[src/rtl/alu_pkg.sv]
// Shared definitions for the ALU arbiter: operation codes, arbiter FSM states
// and the requester-index width helper.
package alu_pkg;

    localparam logic [3:0] OP_SUMA  = 4'd0;
    localparam logic [3:0] OP_RESTA = 4'd1;
    localparam logic [3:0] OP_MULT  = 4'd2;
    localparam logic [3:0] OP_DIV   = 4'd3;
    localparam logic [3:0] OP_MOD   = 4'd4;
    localparam logic [3:0] OP_AND   = 4'd5;
    localparam logic [3:0] OP_OR    = 4'd6;
    localparam logic [3:0] OP_XOR   = 4'd7;
    localparam logic [3:0] OP_SHL   = 4'd8;
    localparam logic [3:0] OP_SHR   = 4'd9;

    typedef enum logic [1:0] {
        LIBRE    = 2'd0,
        EJECUTA  = 2'd1,
        RESPONDE = 2'd2
    } estado_arbitro_t;

    function automatic int anchoId(input int n);
        return (n > 1) ? $clog2(n) : 1;
    endfunction

endpackage

[src/rtl/arbitro_alu_alu.sv]
// Combinational ALU shared by all requesters: result plus N/Z/C/V flags.
// C is carry-out (suma), borrow (resta) or high-half-nonzero (mult).
module alu_basica
    import alu_pkg::*;
#(
    parameter int ANCHO = 3
) (
    input  logic [ANCHO:0] a,
    input  logic [ANCHO:0] b,
    input  logic [3:0]     sel,
    output logic [ANCHO:0] res,
    output logic           n,
    output logic           z,
    output logic           c,
    output logic           v
);

    localparam int W = ANCHO + 1;

    function automatic logic desborde(input logic signed [W-1:0] x,
                                      input logic signed [W-1:0] y,
                                      input logic signed [W-1:0] r,
                                      input logic esResta);
        logic mismoSigno;
        mismoSigno = ((x < 0) == (y < 0));
        return (esResta ? !mismoSigno : mismoSigno) && ((r < 0) != (x < 0));
    endfunction

    logic [W:0]     ext;
    logic [2*W-1:0] prod;

    always_comb begin
        res  = '0;
        c    = 1'b0;
        v    = 1'b0;
        ext  = '0;
        prod = '0;
        case (sel)
            OP_SUMA: begin
                ext = {1'b0, a} + {1'b0, b};
                res = ext[W-1:0];
                c   = ext[W];
                v   = desborde(a, b, ext[W-1:0], 1'b0);
            end
            OP_RESTA: begin
                ext = {1'b0, a} - {1'b0, b};
                res = ext[W-1:0];
                c   = ext[W];
                v   = desborde(a, b, ext[W-1:0], 1'b1);
            end
            OP_MULT: begin
                prod = {{W{1'b0}}, a} * {{W{1'b0}}, b};
                res  = prod[W-1:0];
                c    = |prod[2*W-1:W];
            end
            // Divide by zero yields all ones, modulo by zero yields the dividend
            OP_DIV:  res = (b == '0) ? '1 : a / b;
            OP_MOD:  res = (b == '0) ? a : a % b;
            OP_AND:  res = a & b;
            OP_OR:   res = a | b;
            OP_XOR:  res = a ^ b;
            OP_SHL:  res = a << b;
            OP_SHR:  res = a >> b;
            default: res = '0;
        endcase
    end

    assign n = res[W-1];
    assign z = (res == '0);

endmodule

[src/rtl/arbitro_alu_selector.sv]
// Round-robin selector: first active request found at or after puntero,
// wrapping modulo NUM_SOL.
module selector_round_robin
    import alu_pkg::*;
#(
    parameter int NUM_SOL = 2,
    parameter int ID_W    = anchoId(NUM_SOL)
) (
    input  logic [NUM_SOL-1:0] solicitud,
    input  logic [ID_W-1:0]    puntero,
    output logic [NUM_SOL-1:0] concesion,
    output logic [ID_W-1:0]    ganador
);

    logic encontrado;
    int   cand;

    always_comb begin
        concesion  = '0;
        ganador    = '0;
        encontrado = 1'b0;
        cand       = 0;
        for (int k = 0; k < NUM_SOL; k++) begin
            cand = (int'(puntero) + k) % NUM_SOL;
            if (!encontrado && solicitud[ID_W'(cand)]) begin
                encontrado              = 1'b1;
                concesion[ID_W'(cand)] = 1'b1;
                ganador                 = ID_W'(cand);
            end
        end
    end

endmodule

[src/rtl/arbitro_alu.sv]
// Round-robin arbiter/sequencer sharing one ALU among NUM_SOL requesters.
// Optional ARBITRO_ALU_DIV_CERO_EN: flag divide/modulo by zero as an error response.
module arbitro_alu
    import alu_pkg::*;
#(
    parameter int ANCHO   = 3,
    parameter int NUM_SOL = 2,
    parameter int ID_W    = anchoId(NUM_SOL)
) (
    input  logic                       clk,
    input  logic                       rst_n,
    input  logic [NUM_SOL-1:0]         solicitud,
    input  logic [NUM_SOL*(ANCHO+1)-1:0] operandosA,
    input  logic [NUM_SOL*(ANCHO+1)-1:0] operandosB,
    input  logic [NUM_SOL*4-1:0]       selecciones,
    output logic [NUM_SOL-1:0]         concesion,
    output logic [ANCHO:0]             resultado,
    output logic                       bandera_n,
    output logic                       bandera_z,
    output logic                       bandera_c,
    output logic                       bandera_v,
    output logic [ID_W-1:0]            id_respuesta,
    output logic                       error_div_cero,
    output logic                       respuesta_valida,
    input  logic                       respuesta_lista,
    output logic                       ocupado
);

    localparam int W = ANCHO + 1;

    estado_arbitro_t estado;
    logic [ID_W-1:0]    puntero;
    logic [NUM_SOL-1:0] grantRr;
    logic [ID_W-1:0]    ganador;
    logic [W-1:0]       opASel, opBSel;
    logic [3:0]         selSel;

    logic [W-1:0]       opA_p1, opB_p1;
    logic [3:0]         sel_p1;
    logic [ID_W-1:0]    id_p1;

    logic [W-1:0]       aluRes;
    logic               aluN, aluZ, aluC, aluV;
    logic               divCero;

    selector_round_robin #(.NUM_SOL(NUM_SOL), .ID_W(ID_W)) uSelector (
        .solicitud (solicitud),
        .puntero   (puntero),
        .concesion (grantRr),
        .ganador   (ganador)
    );

    always_comb begin
        opASel = '0;
        opBSel = '0;
        selSel = '0;
        for (int j = 0; j < NUM_SOL; j++) begin
            if (ganador == ID_W'(j)) begin
                opASel = operandosA[j*W +: W];
                opBSel = operandosB[j*W +: W];
                selSel = selecciones[j*4 +: 4];
            end
        end
    end

    // No grant is visible while reset is held, even though the state reads LIBRE
    assign concesion = (rst_n && estado == LIBRE) ? grantRr : '0;

    // Stage p1: winner's operands latched at the grant edge
    always_ff @(posedge clk) begin
        if (estado == LIBRE && |solicitud) begin
            opA_p1 <= opASel;
            opB_p1 <= opBSel;
            sel_p1 <= selSel;
            id_p1  <= ganador;
        end
    end

    alu_basica #(.ANCHO(ANCHO)) uAlu (
        .a   (opA_p1),
        .b   (opB_p1),
        .sel (sel_p1),
        .res (aluRes),
        .n   (aluN),
        .z   (aluZ),
        .c   (aluC),
        .v   (aluV)
    );

`ifdef ARBITRO_ALU_DIV_CERO_EN
    assign divCero = ((sel_p1 == OP_DIV) || (sel_p1 == OP_MOD)) && (opB_p1 == '0);
`else
    assign divCero = 1'b0;
`endif

    // Stage p2: registered response, held until the consumer accepts it
    always_ff @(posedge clk or negedge rst_n) begin
        if (!rst_n) begin
            estado           <= LIBRE;
            puntero          <= '0;
            ocupado          <= 1'b0;
            respuesta_valida <= 1'b0;
            resultado        <= '0;
            bandera_n        <= 1'b0;
            bandera_z        <= 1'b0;
            bandera_c        <= 1'b0;
            bandera_v        <= 1'b0;
            id_respuesta     <= '0;
            error_div_cero   <= 1'b0;
        end else begin
            case (estado)
                LIBRE: begin
                    if (|solicitud) begin
                        estado  <= EJECUTA;
                        ocupado <= 1'b1;
                    end
                end
                EJECUTA: begin
                    if (divCero) begin
                        resultado <= '0;
                        bandera_n <= 1'b0;
                        bandera_z <= 1'b0;
                        bandera_c <= 1'b0;
                        bandera_v <= 1'b0;
                    end else begin
                        resultado <= aluRes;
                        bandera_n <= aluN;
                        bandera_z <= aluZ;
                        bandera_c <= aluC;
                        bandera_v <= aluV;
                    end
                    error_div_cero   <= divCero;
                    id_respuesta     <= id_p1;
                    respuesta_valida <= 1'b1;
                    estado           <= RESPONDE;
                end
                RESPONDE: begin
                    if (respuesta_valida && respuesta_lista) begin
                        respuesta_valida <= 1'b0;
                        puntero <= (id_p1 == ID_W'(NUM_SOL - 1)) ? '0 : id_p1 + ID_W'(1);
                        estado  <= LIBRE;
                        ocupado <= 1'b0;
                    end
                end
                default: estado <= LIBRE;
            endcase
        end
    end

endmodule

[config.mk]
export PLATFORM = sky130hd
export DESIGN_NAME = arbitro_alu
export DESIGN_NICKNAME = d
export VERILOG_FILES = /design/src/rtl/alu_pkg.sv /design/src/rtl/arbitro_alu_alu.sv /design/src/rtl/arbitro_alu_selector.sv /design/src/rtl/arbitro_alu.sv
export SDC_FILE = /design/constraint.sdc
export NUM_CORES = 1
export LEC_CHECK = 0
export CORE_MARGIN = 3
export CORE_UTILIZATION = 31
export DETAILED_ROUTE_END_ITERATION = 8
export GPL_TIMING_DRIVEN = 0
export SLEW_MARGIN = 0
export SYNTH_ARGS = -nofsm -noshare
export SYNTH_HDL_FRONTEND = slang
export SYNTH_HIERARCHICAL = 1
export SYNTH_SLANG_ARGS = --single-unit
[constraint.sdc]
create_clock -name clk -period 6.5 [get_ports clk]
set_input_delay 1.625 -clock clk [delete_from_list [all_inputs] [get_ports clk]]
set_output_delay 1.625 -clock clk [all_outputs]
set_load 0.005 [all_outputs]
# Yosys cells after proc, flatten, opt, wreduce, memory -nomap -nowiden
# Cells that the tools add are included.
dict set report totals {
  register_bits 27
  output_inout_bits 14
}
dict set report classes {
  n_addsub 4
  mul 1
  n_div 2
  order_cmp 8
  n_eq_ne 16
  shifts 2
  muxes 30
  bitwise_logic 4
  reduce_logical 22
}
# cell count
set op_table {}
lappend op_table {{4-bit one-hot mux with 10 select lines} 1}
lappend op_table {{4-bit two-way mux} 5}
lappend op_table {{4-bit by 3-bit == test with 1-bit output, second input constant} 4}
lappend op_table {{4-bit by 1-bit less-than comparator with 1-bit output, second input constant} 4}
lappend op_table {{4-bit logical NOT} 3}
lappend op_table {{1-bit two-way mux} 12}
lappend op_table {{2-bit two-way mux} 5}
lappend op_table {{4-bit by 2-bit == test with 1-bit output, second input constant} 2}
lappend op_table {{4-bit == test, second input constant} 2}
lappend op_table {{1-bit logical AND} 8}
lappend op_table {{4-bit by 4-bit multiplier with 8-bit output} 1}
lappend op_table {{1-bit by 3-bit less-than comparator with 1-bit output, second input constant} 2}
lappend op_table {{1-bit one-hot mux with 2 select lines} 3}
lappend op_table {{2-bit one-hot mux with 3 select lines} 1}
lappend op_table {{2-bit AND reduction} 3}
lappend op_table {{4-bit by 4-bit adder with 5-bit output} 1}
lappend op_table {{4-bit by 4-bit subtractor with 5-bit output} 1}
lappend op_table {{4-bit AND} 1}
lappend op_table {{4-bit by 4-bit divider with 4-bit output} 1}
lappend op_table {{4-bit by 1-bit == test with 1-bit output, second input constant} 1}
lappend op_table {{4-bit by 4-bit modulo with 4-bit output} 1}
lappend op_table {{4-bit bitwise OR} 1}
lappend op_table {{2-bit nonzero test} 2}
lappend op_table {{4-bit OR reduction} 1}
lappend op_table {{other kinds (18)} 23}

# Longest topological paths before layout
# Gate-level depths: netlist (run 1).
dict set report logic_depth {
  depth_word 8
  mapped_depth 23
  mapped_depth_nobuf 21
}

# Hierarchy
# The synthesis (run 1) kept the hierarchy.
# module n_inst cells_per_inst area_each_um2 seq_area_each_um2
set modules_own_cells {}
lappend modules_own_cells {alu_basica 1 256 1973.1 0.0}
lappend modules_own_cells {arbitro_alu 1 69 1147.4 740.7}
lappend modules_own_cells {selector_round_robin 1 4 27.5 0.0}

# Worst setup path before layout (run 1)
# No wires, ideal clock.
dict set report synth_path {
  kind {flip-flop to flip-flop}
  startpoint {reg opB_p1[0]}
  endpoint {reg resultado[3]}
  arrival_time_ns 4.777
  required_time_ns 6.375
  setup_slack_ns 1.598
  stages_incl_launch_ff 23
  path_cell_list {edfxtp_1 buf_4 inv_2 ha_1 nor4b_2 a2bb2oi_1 ha_1 o21a_1 o21ai_2 mux2_2 ha_1 a21oi_1 a21oi_2 a221oi_2 inv_1 fa_1 a21o_1 and2_1 o211ai_1 a221oi_2 nand2b_1 buf_4 mux2_4}
}
dict set report synth_between {
  elab_chain_len 3
  word_cells_on_any_way 11
  classes_between {2 x add/sub; 1 x mul; 2 x div; 2 x shift; 3 x mux; 1 x reduce/logical}
}
# item line_no
set synth_rtl {}
lappend synth_rtl {{start: declaration} arbitro_alu.sv:38} ;# logic [W-1:0] opA_p1, opB_p1;
lappend synth_rtl {{start signal: assignment} arbitro_alu.sv:73} ;# opB_p1 <= opBSel;
lappend synth_rtl {{4-bit by 4-bit modulo with 4-bit output, or another cell as far along} arbitro_alu_alu.sv:58} ;# OP_MOD: res = (b == '0) ? a : a % b;
lappend synth_rtl {{4-bit two-way mux, on equally long branches} {arbitro_alu_alu.sv:58, arbitro_alu_alu.sv:57}}
lappend synth_rtl {{4-bit one-hot mux with 10 select lines *} arbitro_alu_alu.sv:38} ;# case (sel)
lappend synth_rtl {{named net aluN} arbitro_alu.sv:43} ;# logic aluN, aluZ, aluC, aluV;
lappend synth_rtl {{end signal: assignment} arbitro_alu.sv:126} ;# resultado <= aluRes;
lappend synth_rtl {{end: declaration} arbitro_alu.sv:17} ;# output logic [ANCHO:0] resultado,
# The timed path passes the listed nets; every way through them passes the cells marked *.
# A chain may end at the register's enable or synchronous reset.

# Final worst setup path (run 1)
dict set report layout_path {
  startpoint {reg opB_p1[0]}
  endpoint {reg bandera_z}
}
dict set report layout_between {
  elab_chain_len 4
  word_cells_on_any_way 15
  classes_between {2 x add/sub; 1 x mul; 2 x div; 2 x shift; 3 x mux; 3 x bitwise; 2 x reduce/logical}
}
# item line_no
set layout_rtl {}
lappend layout_rtl {{4-bit by 4-bit modulo with 4-bit output, or another cell as far along} arbitro_alu_alu.sv:58}
lappend layout_rtl {{4-bit two-way mux, on equally long branches} {arbitro_alu_alu.sv:58, arbitro_alu_alu.sv:57}}
lappend layout_rtl {{4-bit one-hot mux with 10 select lines *} arbitro_alu_alu.sv:38}
lappend layout_rtl {{named net aluRes[1]} arbitro_alu.sv:42} ;# logic [W-1:0] aluRes;
lappend layout_rtl {{4-bit logical NOT *} arbitro_alu_alu.sv:69} ;# assign z = (res == '0);
lappend layout_rtl {{named net aluZ} arbitro_alu.sv:43}
lappend layout_rtl {{end signal: assignment} arbitro_alu.sv:128} ;# bandera_z <= aluZ;
lappend layout_rtl {{end: declaration} arbitro_alu.sv:19} ;# output logic bandera_z,
# Marked as above.

==> impl_metrics.py, run 1 <==
metrics = {
    "yosys": {
        "synth_top_cell_by_area": "ha_1",
        "synth_most_common_cell": "ha_1",
        "netlist.area_leader.share": 0.1510,
        "ys.flop_type": "dfrtp_1",
        "yosysUniqueCellTypes": 68,
        "synthArstFlopShare": 0.5185,
        "synth_edf_count": 13,
        "ys_seq_elements": 27,
        "syn_area_per_cell_um2": 9.568,
        "synth_area_um2": 3148,
        "synth_mux_area_frac": 0.1240,
        "yosysSeqAreaShare": 0.2353,
        "yosys_warnings": 6,
        "synth_area_leaders": "ha_1 (15%), edfxtp_1 (12%), dfrtp_1 (11%)",
        "syn-num-nets": 403,
        "synth-compound-area-share": 0.1896,
        "synthCells": 329,
        "synthAdderAreaFrac": 0.1955,
        "synthTopCellsByCount": "ha_1 (38), nor2_1 (22), inv_1 (21)",
        "synth_xor_area_frac": 0.02226,
        "yosys.area_share.simple": 0.1693,
        "synth_top_family_by_area": "adder cells",
    },
    "critical_path": {
        "slowest_stage": "edfxtp_1",
        "setup.worst_path.start": "opB_p1[0]",
        "crit_chain": "buf_4 -> inv_2 -> ha_1 -> nor4b_2 -> a2bb2oi_1 -> ha_1 -> o21a_1 -> o21ai_2 -> mux2_2 -> ha_1 -> a21oi_1 -> a21oi_2 -> a221oi_2 -> inv_1 -> fa_1 -> a21o_1 -> and2_1 -> a211oi_1 -> o211ai_1 -> nor4_2 -> mux2_4",
        "worstReg2RegStart": "opB_p1[0]",
        "ff2ff_path_depth": 21,
        "setup.worst_path.end_class": "flop",
        "r2r_setup_slack_ns": 0.82,
        "arrival_ns": 5.90,
        "critPathRequiredTime_ns": 6.72,
        "worstSetupPathType": "reg -> reg",
        "crit_path_start_kind": "flop",
        "regToRegEndpoint": "bandera_z",
        "crit_fanout": 10,
        "slowest_delay_ns": 0.57,
        "worst_path_most_repeated_cell": "ha_1",
    },
    "placed_design": {
        "dp_hpwl_mm": 6.242,
        "post-place-ws_ns": 0.8639,
        "placed_area_um2": 3715,
        "port_buffers": 40,
        "gp_congestion": 0.9194,
    },
    "power": {
        "powerDensity_nw_per_um2": 463.2,
        "ir_drop_v": 0.0001613,
        "power.leakage_nw": 1.570,
    },
    "cts": {
        "holdBufCountCts": 0,
        "clockBufferDepth": 2,
        "cts_resized": 0,
        "tritoncts": "yes",
        "cts_setup_buffers": 0,
        "path_clk_slew_ns": 0.10,
        "clockRootBuffer": "clkbuf_8",
        "insertion_delay_ns": 0.27,
        "numCtsBuffers": 3,
        "htree_levels": 1,
        "clock_sinks": 27,
    },
    "sta": {
        "fin_crit_ns": 5.676,
        "grt_setup_unrepaired": "false",
        "fin_ws_ns": 0.8238,
        "fin_setup_tns_ns": 0,
        "finClkSkew_ns": 0.01111,
        "worst_pin_slew_ns": 0.6863,
        "relSlewSlack": 0.5410,
        "hold_ws_ns": 0.4963,
        "min_period_over_period": 0.8733,
        "slew_viol_final": 0,
        "max_freq_ghz": 0.1762,
        "finalSetupViolCount": 0,
        "hold_viol": 0,
    },
    "route": {
        "drtAntennaViolNets": 0,
        "drtPass1Iterations": 5,
        "post_drt_wl_per_cell_um": 15.54,
        "drc": 0,
        "wl_mm": 7.864,
        "num_vias": 2690,
        "drt-initial-drc-count": 268,
        "routed_via_density": 5.316,
    },
    "floorplanning": {
        "coreArea_um2": 9819,
        "core.rowCount": 36,
        "die-area_um2": 11400,
        "start_util": 0.3206,
        "die_w_um": 106.8,
        "die_h_um": 106.8,
        "pin_count": 43,
    },
    "finish": {
        "area_delta_synth_final_pct": 19.52,
        "drive_gt1_frac": 0.1609,
        "fillers": 1021,
        "stdcell_area_um2": 3762,
        "multi_input_area_um2": 2213,
        "fin_nets": 448,
        "ff_latch_area_um2": 740.7,
        "n_antenna_cell": 0,
    },
    "status": {
        "status": "complete, no violations",
    },
    "flow_run": {
        "cap_viol_max_count": 0,
    },
    "global_route": {
        "grt_usage": 0.1438,
        "overflow": 0,
        "antenna_found_initial": 0,
        "grt_start_max_net_pins": 17,
        "grt_pass1_wl_mm": 13.38,
        "grt_pass1_vias": 2735,
    },
    "hold_path": {
        "hp-start": "ocupado",
        "hold_depth": 1,
        "min_path_type": "reg -> reg",
        "whs_endpoint": "ocupado",
    },
}
-- placed cells by master (no fill, tap or decap), types with 3 or more instances in the layout --
master           count
edfxtp_1            13
nand4_1              6
o21a_1               6
nor4_1               5
fa_1                 7
buf_2                7
mux2i_1              6
xnor2_1              4
clkdlybuf4s50_1     40
nor2_1              22
mux2_2              14
nand2b_1             5
nand2_1             16
a21oi_1             19
dfrtp_1             14
nor2b_1              6
mux2_4              10
a21o_1               8
nand3b_1             3
clkbuf_8             3
buf_4                6
nand3_1              7
inv_1               21
nor3_1               6
a211oi_1             7
o21ai_0             12
ha_1                38
xor2_1               4
o211ai_1             6
-- cell families (layout without fill, tap and decap cells) --
group / Yosys count / after routing
xor gates and xnor gates: 8 / 8
adders and majority gates: 45 / 45
other: 2 / 2
buffers and inverters: 39 / 83
DFF: 27 / 27
and+or+nand+nor: 93 / 93
AOI/OAI and AO/OA: 83 / 83
muxes: 32 / 32
-- power breakdown --
part | total [mW] | switching, mW | internal, mW
clock | 0.0960 | 0.0522 | 0.0438
sequential | 0.348 | 0.0891 | 0.258
combinational | 1.30 | 0.697 | 0.603
-- cell type report --
cell class / instances / share of cell area
clock inverters: 1 / 0.001663
inverters: 22 / 0.02195
repair buffers: 40 / 0.1064
multi-input cells: 263 / 0.5883
flip-flops and latches: 27 / 0.1969
clock buffers: 3 / 0.01097
plain buffers: 17 / 0.02960
well taps: 133 / 0.04423
-- sequential cells by signal, summed over array words and instances (netlist names) --
register,cells
respuesta_valida,1
opA_p1,4
bandera_v,1
sel_p1,4
puntero,1
resultado,4
estado,2
id_respuesta,1
bandera_c,1
ocupado,1
bandera_n,1
bandera_z,1
id_p1,1
opB_p1,4
-- critical path, delay by kind of cell, from the launching register on --
family / cells / cell delay, ns
buffers and inverters: 3 / 0.57
multiplexers: 2 / 0.58
flip-flops: 1 / 0.57
AO/OA/AOI/OAI: 9 / 1.97
adder cells (fa/ha/maj): 4 / 1.27
AND/OR/NAND/NOR: 3 / 0.67
-- per-stage QoR --
| step | utilization | power [mW] | instances |
|---|---|---|---|
| 4_1_cts | 0.3832 | 1.750 | 506 |
| 2_1_floorplan | - | 1.299 | 329 |
| 5_1_grt | 0.3832 | 1.936 | 506 |
| 3_5_place_dp | 0.3783 | 1.643 | 502 |
| 3_3_place_gp | 0.3783 | 1.615 | 502 |
| 6_report | 0.3832 | 1.743 | 506 |
-- metal layers --
layer | share of wire | wire [µm] | global-route usage
met1 | 0.45 | 3537 | 0.1942
met3 | 0.045 | 352 | 0.01686
met5 | 0 | 0 | 0
met4 | 0.028 | 223 | 0.05114
met2 | 0.48 | 3750 | 0.2374
-- how the worst max path moves through the flow --
stage	end	slack [ns]	cells past startpoint
after CTS	bandera_z	0.84	21
after global routing	bandera_z	0.43	21
after global placement	bandera_z	0.95	21
after detailed placement	bandera_z	0.86	21
after floorplan	resultado[3]	1.60	22
final	bandera_z	0.82	21
No activity file was read; power rests on OpenSTA's default activity.
==> run 2, diff against run 1 <==
- SYNTH_HIERARCHICAL: 1 -> not set
==> impl_metrics.py, run 2 <==
metrics = {
    "cts": {
        "htree_levels": 1,
        "clock_sinks": 26,
        "clockBufferDepth": 2,
        "holdBufCountCts": 0,
        "cts_setup_buffers": 0,
        "insertion_delay_ns": 0.27,
        "numCtsBuffers": 3,
        "cts_resized": 0,
        "path_clk_slew_ns": 0.09,
        "clockRootBuffer": "clkbuf_8",
        "tritoncts": "yes",
    },
    "route": {
        "drt-initial-drc-count": 105,
        "routed_via_density": 5.098,
        "drtAntennaViolNets": 0,
        "drc": 0,
        "post_drt_wl_per_cell_um": 14.48,
        "wl_mm": 7.252,
        "drtPass1Iterations": 4,
        "num_vias": 2554,
    },
    "global_route": {
        "grt_pass1_wl_mm": 11.87,
        "grtUsageMet2": 0.2363,
        "grt_usage": 0.1383,
        "antenna_found_initial": 0,
        "met1_usage": 0.1865,
        "grt_pass1_vias": 2449,
        "grt_start_max_net_pins": 16,
        "top_usage_layer": "met2",
        "overflow": 0,
        "use_met3": 0.01274,
    },
    "floorplanning": {
        "die_h_um": 103.4,
        "pin_count": 43,
        "die-area_um2": 10690,
        "start_util": 0.3276,
        "die_w_um": 103.4,
        "coreArea_um2": 8976,
        "core.rowCount": 34,
    },
    "placed_design": {
        "port_buffers": 40,
        "gp_congestion": 0.9137,
        "dp_hpwl_mm": 5.833,
        "placedCellCount": 497,
    },
    "flow_run": {
        "cap_viol_max_count": 0,
    },
    "sta": {
        "fin_crit_ns": 5.811,
        "grt_setup_unrepaired": "false",
        "finalSetupViolCount": 0,
        "finClkSkew_ns": 0.01219,
        "slew_viol_final": 0,
        "worst_pin_slew_ns": 0.9281,
        "hold_viol": 0,
        "fin_setup_tns_ns": 0,
        "min_period_over_period": 0.8940,
        "relSlewSlack": 0.3779,
        "max_freq_ghz": 0.1721,
    },
    "critical_path": {
        "arrival_ns": 5.98,
        "r2r_setup_slack_ns": 0.69,
        "slowest_stage": "or4b_1",
        "crit_chain": "buf_2 -> inv_1 -> ha_1 -> nor4b_1 -> a2bb2oi_1 -> ha_1 -> o21a_1 -> o21ai_2 -> mux2_2 -> ha_1 -> nor2_1 -> a211oi_4 -> mux2i_1 -> ha_1 -> nand2b_1 -> a21oi_1 -> nor2_1 -> a311oi_1 -> or4b_1 -> mux2_2",
        "setup.worst_path.end_class": "flop",
        "crit_fanout": 10,
        "worst_path_most_repeated_cell": "ha_1",
        "path_buf_inv": 2,
        "slowest_delay_ns": 0.60,
        "worstSetupPathType": "reg -> reg",
        "critPathTopFamily": "simple AND/OR/NAND/NOR gates",
        "critPathRequiredTime_ns": 6.67,
        "crit_path_start_kind": "flop",
    },
    "power": {
        "finalPower_mw": 1.584,
        "power.leakage_nw": 1.522,
        "ir_drop_v": 0.0001649,
        "powerDensity_nw_per_um2": 443.3,
    },
    "finish": {
        "final_common_cell": "clkdlybuf4s50_1",
        "postLayoutCoreUtil": 0.3981,
        "area_delta_synth_final_pct": 21.53,
        "n_antenna_cell": 0,
        "fin_cells": 501,
        "largestRegisters": "opA_p1: 4 flops, opB_p1: 4 flops, sel_p1: 4 flops",
        "fillers": 912,
        "fin_nets": 449,
        "drive_gt1_frac": 0.1333,
        "layout_common_cells": "clkdlybuf4s50_1 (40), ha_1 (37), nor2_1 (35)",
    },
    "yosys": {
        "synth_most_common_cell": "ha_1",
        "synth_mux_area_frac": 0.08553,
        "netlist.area_leader.share": 0.1574,
        "synth-compound-area-share": 0.1923,
        "synth_xor_area_frac": 0.02085,
        "syn_area_per_cell_um2": 8.910,
        "yosysUniqueCellTypes": 65,
        "synth_edf_count": 13,
        "synth_area_leaders": "ha_1 (16%), edfxtp_1 (13%), dfrtp_1 (11%)",
        "synthCells": 330,
        "yosys_warnings": 0,
        "ys_seq_elements": 26,
        "synthTopCellsByCount": "ha_1 (37), nor2_1 (35), inv_1 (21)",
        "synth_top_family_by_area": "adder cells",
        "yosysSeqAreaShare": 0.2434,
        "yosys.area_share.simple": 0.1813,
        "ys.flop_type": "edfxtp_1",
        "synthAdderAreaFrac": 0.2051,
        "synthArstFlopShare": 0.5000,
        "synth_top_cell_by_area": "ha_1",
        "synth_area_um2": 2940,
    },
    "status": {
        "status": "complete, no violations",
    },
    "hold_path": {
        "min_path_type": "reg -> reg",
    },
}
[run 2: worst paths after layout]
kind	start	end	depth (start not counted)
worst max-delay path	opB_p1[0]	resultado[2]	20
worst min-delay path	id_p1	puntero	1
worst max register to register	opB_p1[0]	resultado[2]	20
worst min register to register	id_p1	puntero	1
max in group asynchronous	rst_n	bandera_c	1
min in group asynchronous	rst_n	resultado[0]	1
[run 2: through the flow]
step           cell area [µm²]  hold slack [ns]  setup slack [ns]
6_report                  3573           0.4657            0.6890
4_1_cts                   3573           0.4692            0.6369
5_1_grt                   3573           0.5160            0.2222
3_5_place_dp              3507           0.4727            0.6619
2_1_floorplan             2944           0.4339             1.522
3_3_place_gp              3502           0.4560            0.8000
[run 2: layout make-up]
cell class	count	area, µm²	share of cell area
plain buffers	20	123.9	0.03466
clock buffers	4	66.31	0.01856
inverters	22	82.58	0.02311
multi-input cells	263	2027	0.5672
flip-flops and latches	26	715.7	0.2003
well taps	126	157.7	0.04412
repair buffers	40	400.4	0.1120
[run 2: kinds of logic after synthesis]
family,after synthesis
muxes,23
xor gates and xnor gates,7
AOI/OAI and AO/OA,83
adders and majority gates,44
and+or+nand+nor,104
DFF,26
buffers and inverters,42
other,1
[run 2: metal layers]
layer | up-vias | routed length [µm]
met5 | - | 0
met4 | 0 | 92
met3 | 10 | 355
met2 | 86 | 3445
met1 | 1171 | 3359
li1 | 1287 | -
[run 2: report_power, final]
group | switching, mW | leakage (nW) | total [mW] | internal, mW
Combinational | 0.625 | 1.20 | 1.15 | 0.522
Clock | 0.0493 | 0.0339 | 0.116 | 0.0669
Sequential | 0.0704 | 0.285 | 0.321 | 0.250
Total | 0.745 | 1.52 | 1.58 | 0.839
==> run 3, diff against run 2 <==
- CELL_PAD_IN_SITES_DETAIL_PLACEMENT: not set -> 0
- CELL_PAD_IN_SITES_GLOBAL_PLACEMENT: not set -> 2
- PLACE_DENSITY_LB_ADDON: not set -> 0.1
==> impl_metrics.py, run 3 (synthesis results as in run 2) <==
metrics = {
    "status": {
        "status": "complete, no violations",
    },
    "cts": {
        "cts_setup_buffers": 0,
        "clockRootBuffer": "clkbuf_8",
        "insertion_delay_ns": 0.27,
        "path_clk_slew_ns": 0.09,
        "clock_sinks": 26,
        "cts_resized": 0,
        "holdBufCountCts": 0,
        "tritoncts": "yes",
        "clockBufferDepth": 2,
        "htree_levels": 1,
        "numCtsBuffers": 3,
    },
    "finish": {
        "fin_nets": 450,
        "largestRegisters": "opA_p1: 4 flops, opB_p1: 4 flops, sel_p1: 4 flops",
        "n_antenna_cell": 0,
        "fin_cells": 502,
        "fillers": 931,
        "area_delta_synth_final_pct": 22.09,
        "drive_gt1_frac": 0.1356,
        "layout_common_cells": "clkdlybuf4s50_1 (40), ha_1 (37), nor2_1 (35)",
        "final_common_cell": "clkdlybuf4s50_1",
    },
    "sta": {
        "max_freq_ghz": 0.1719,
        "grt_setup_unrepaired": "false",
        "finalSetupViolCount": 0,
        "hold_viol": 0,
        "relSlewSlack": 0.5841,
        "hold_ws_ns": 0.4788,
        "fin_crit_ns": 5.816,
        "fin_setup_tns_ns": 0,
        "slew_viol_final": 0,
        "fin_ws_ns": 0.6843,
        "min_period_over_period": 0.8947,
        "worst_pin_slew_ns": 0.6218,
        "finClkSkew_ns": 0.003803,
    },
    "critical_path": {
        "setup.worst_path.end_class": "flop",
        "crit_chain": "buf_2 -> inv_1 -> ha_1 -> nor4b_1 -> a2bb2oi_1 -> ha_1 -> o21a_1 -> o21ai_2 -> mux2_2 -> ha_1 -> nor2_1 -> a211oi_4 -> mux2i_1 -> ha_1 -> nand2b_1 -> a21oi_1 -> nor2_1 -> a311oi_1 -> or4b_1 -> mux2_2",
        "crit_path_start_kind": "flop",
        "slowest_stage": "or4b_1",
        "worstSetupPathType": "reg -> reg",
        "slowest_delay_ns": 0.58,
        "worst_path_most_repeated_cell": "ha_1",
        "critPathRequiredTime_ns": 6.66,
        "crit_fanout": 10,
        "arrival_ns": 5.98,
    },
    "route": {
        "routed_via_density": 4.996,
        "wl_mm": 7.941,
        "drt-initial-drc-count": 105,
        "drtAntennaViolNets": 0,
        "drtPass1Iterations": 4,
        "num_vias": 2508,
        "drc": 0,
        "post_drt_wl_per_cell_um": 15.82,
    },
    "global_route": {
        "grt_usage": 0.1576,
        "overflow": 0,
        "grt_start_max_net_pins": 16,
        "antenna_found_initial": 0,
        "grt_pass1_wl_mm": 13.25,
        "grt_pass1_vias": 2578,
    },
    "power": {
        "clkPwrFrac": 0.083,
        "switchingPower_uw": 779.3,
        "powerDensity_nw_per_um2": 456.4,
        "ir_drop_v": 0.0001280,
        "power_frac_comb": 0.722,
        "switching_share": 0.4757,
        "internal_power_uw": 859.1,
        "seq_power_share": 0.195,
        "power.leakage_nw": 1.530,
    },
    "placed_design": {
        "post-place-ws_ns": 0.6296,
        "placedCellCount": 498,
        "dp_hpwl_mm": 6.377,
        "port_buffers": 40,
        "gp_congestion": 0.7978,
    },
    "hold_path": {
        "min_path_type": "reg -> reg",
    },
    "floorplanning": {
        "pin_count": 43,
        "core.rowCount": 34,
        "coreArea_um2": 8976,
        "die-area_um2": 10690,
        "start_util": 0.3276,
        "die_w_um": 103.4,
        "die_h_um": 103.4,
    },
    "flow_run": {
        "cap_viol_max_count": 0,
    },
}
==> run 3: path summary, 6_finish.rpt <==
| check | startpoint | end | slack [ns] | cells past startpoint |
|---|---|---|---|---|
| min | id_p1 | puntero | 0.48 | 1 |
| max in group asynchronous | rst_n | estado[0] | 4.37 | 1 |
| max | opB_p1[0] | resultado[2] | 0.68 | 20 |
| max reg2reg | opB_p1[0] | resultado[2] | 0.68 | 20 |
| min reg2reg | id_p1 | puntero | 0.48 | 1 |
| min in group asynchronous | rst_n | resultado[0] | 1.73 | 1 |
==> run 3: power groups by stage <==
| stage | registers (mW) | clock network, mW | logic [mW] |
|---|---|---|---|
| floorplan | 0.303 | 0 | 0.862 |
| finish | 0.319 | 0.136 | 1.18 |
| detailed placement | 0.324 | 0 | 1.19 |
| CTS | 0.320 | 0.138 | 1.19 |
| global route | 0.331 | 0.146 | 1.35 |
| global placement | 0.324 | 0 | 1.18 |
==> run 3: per-layer routing <==
| metal | vias to the layer above | wire [µm] | share of wire | GRT usage |
|---|---|---|---|---|
| met3 | 6 | 245 | 0.031 | 0.01878 |
| li1 | 1280 | - | - | - |
| met2 | 54 | 3719 | 0.47 | 0.2603 |
| met1 | 1168 | 3888 | 0.49 | 0.2227 |
| met5 | - | 0 | 0 | 0 |
| met4 | 0 | 89 | 0.011 | 0.02988 |
==> run 3: worst max-delay path: cells and delay by family (launching register included) <==
| family | cells | cell delay [ns] |
|---|---|---|
| AOI/OAI and AO/OA | 6 | 1.15 |
| DFF | 1 | 0.57 |
| muxes | 3 | 1.12 |
| adders and majority gates | 4 | 1.14 |
| and+or+nand+nor | 5 | 1.24 |
| buffers and inverters | 2 | 0.48 |
==> run 3: final cells by class <==
cell class,instances,area (µm²),share of cell area
buffer,20,123.9,0.03451
clock buffer,3,41.29,0.01150
clock inverter,1,30.03,0.008365
inverter,22,82.58,0.02300
multi-input combinational,263,2027,0.5647
sequential,26,715.7,0.1994
tap,126,157.7,0.04392
timing repair buffer,41,411.6,0.1147
==> run 3: per-stage QoR <==
step	total power, mW	utilization	instance area (µm²)
2_1_floorplan	1.165	-	2944
3_3_place_gp	1.504	0.3902	3502
3_5_place_dp	1.509	0.3920	3518
4_1_cts	1.651	0.3999	3590
5_1_grt	1.824	0.3999	3590
6_report	1.638	0.3999	3590
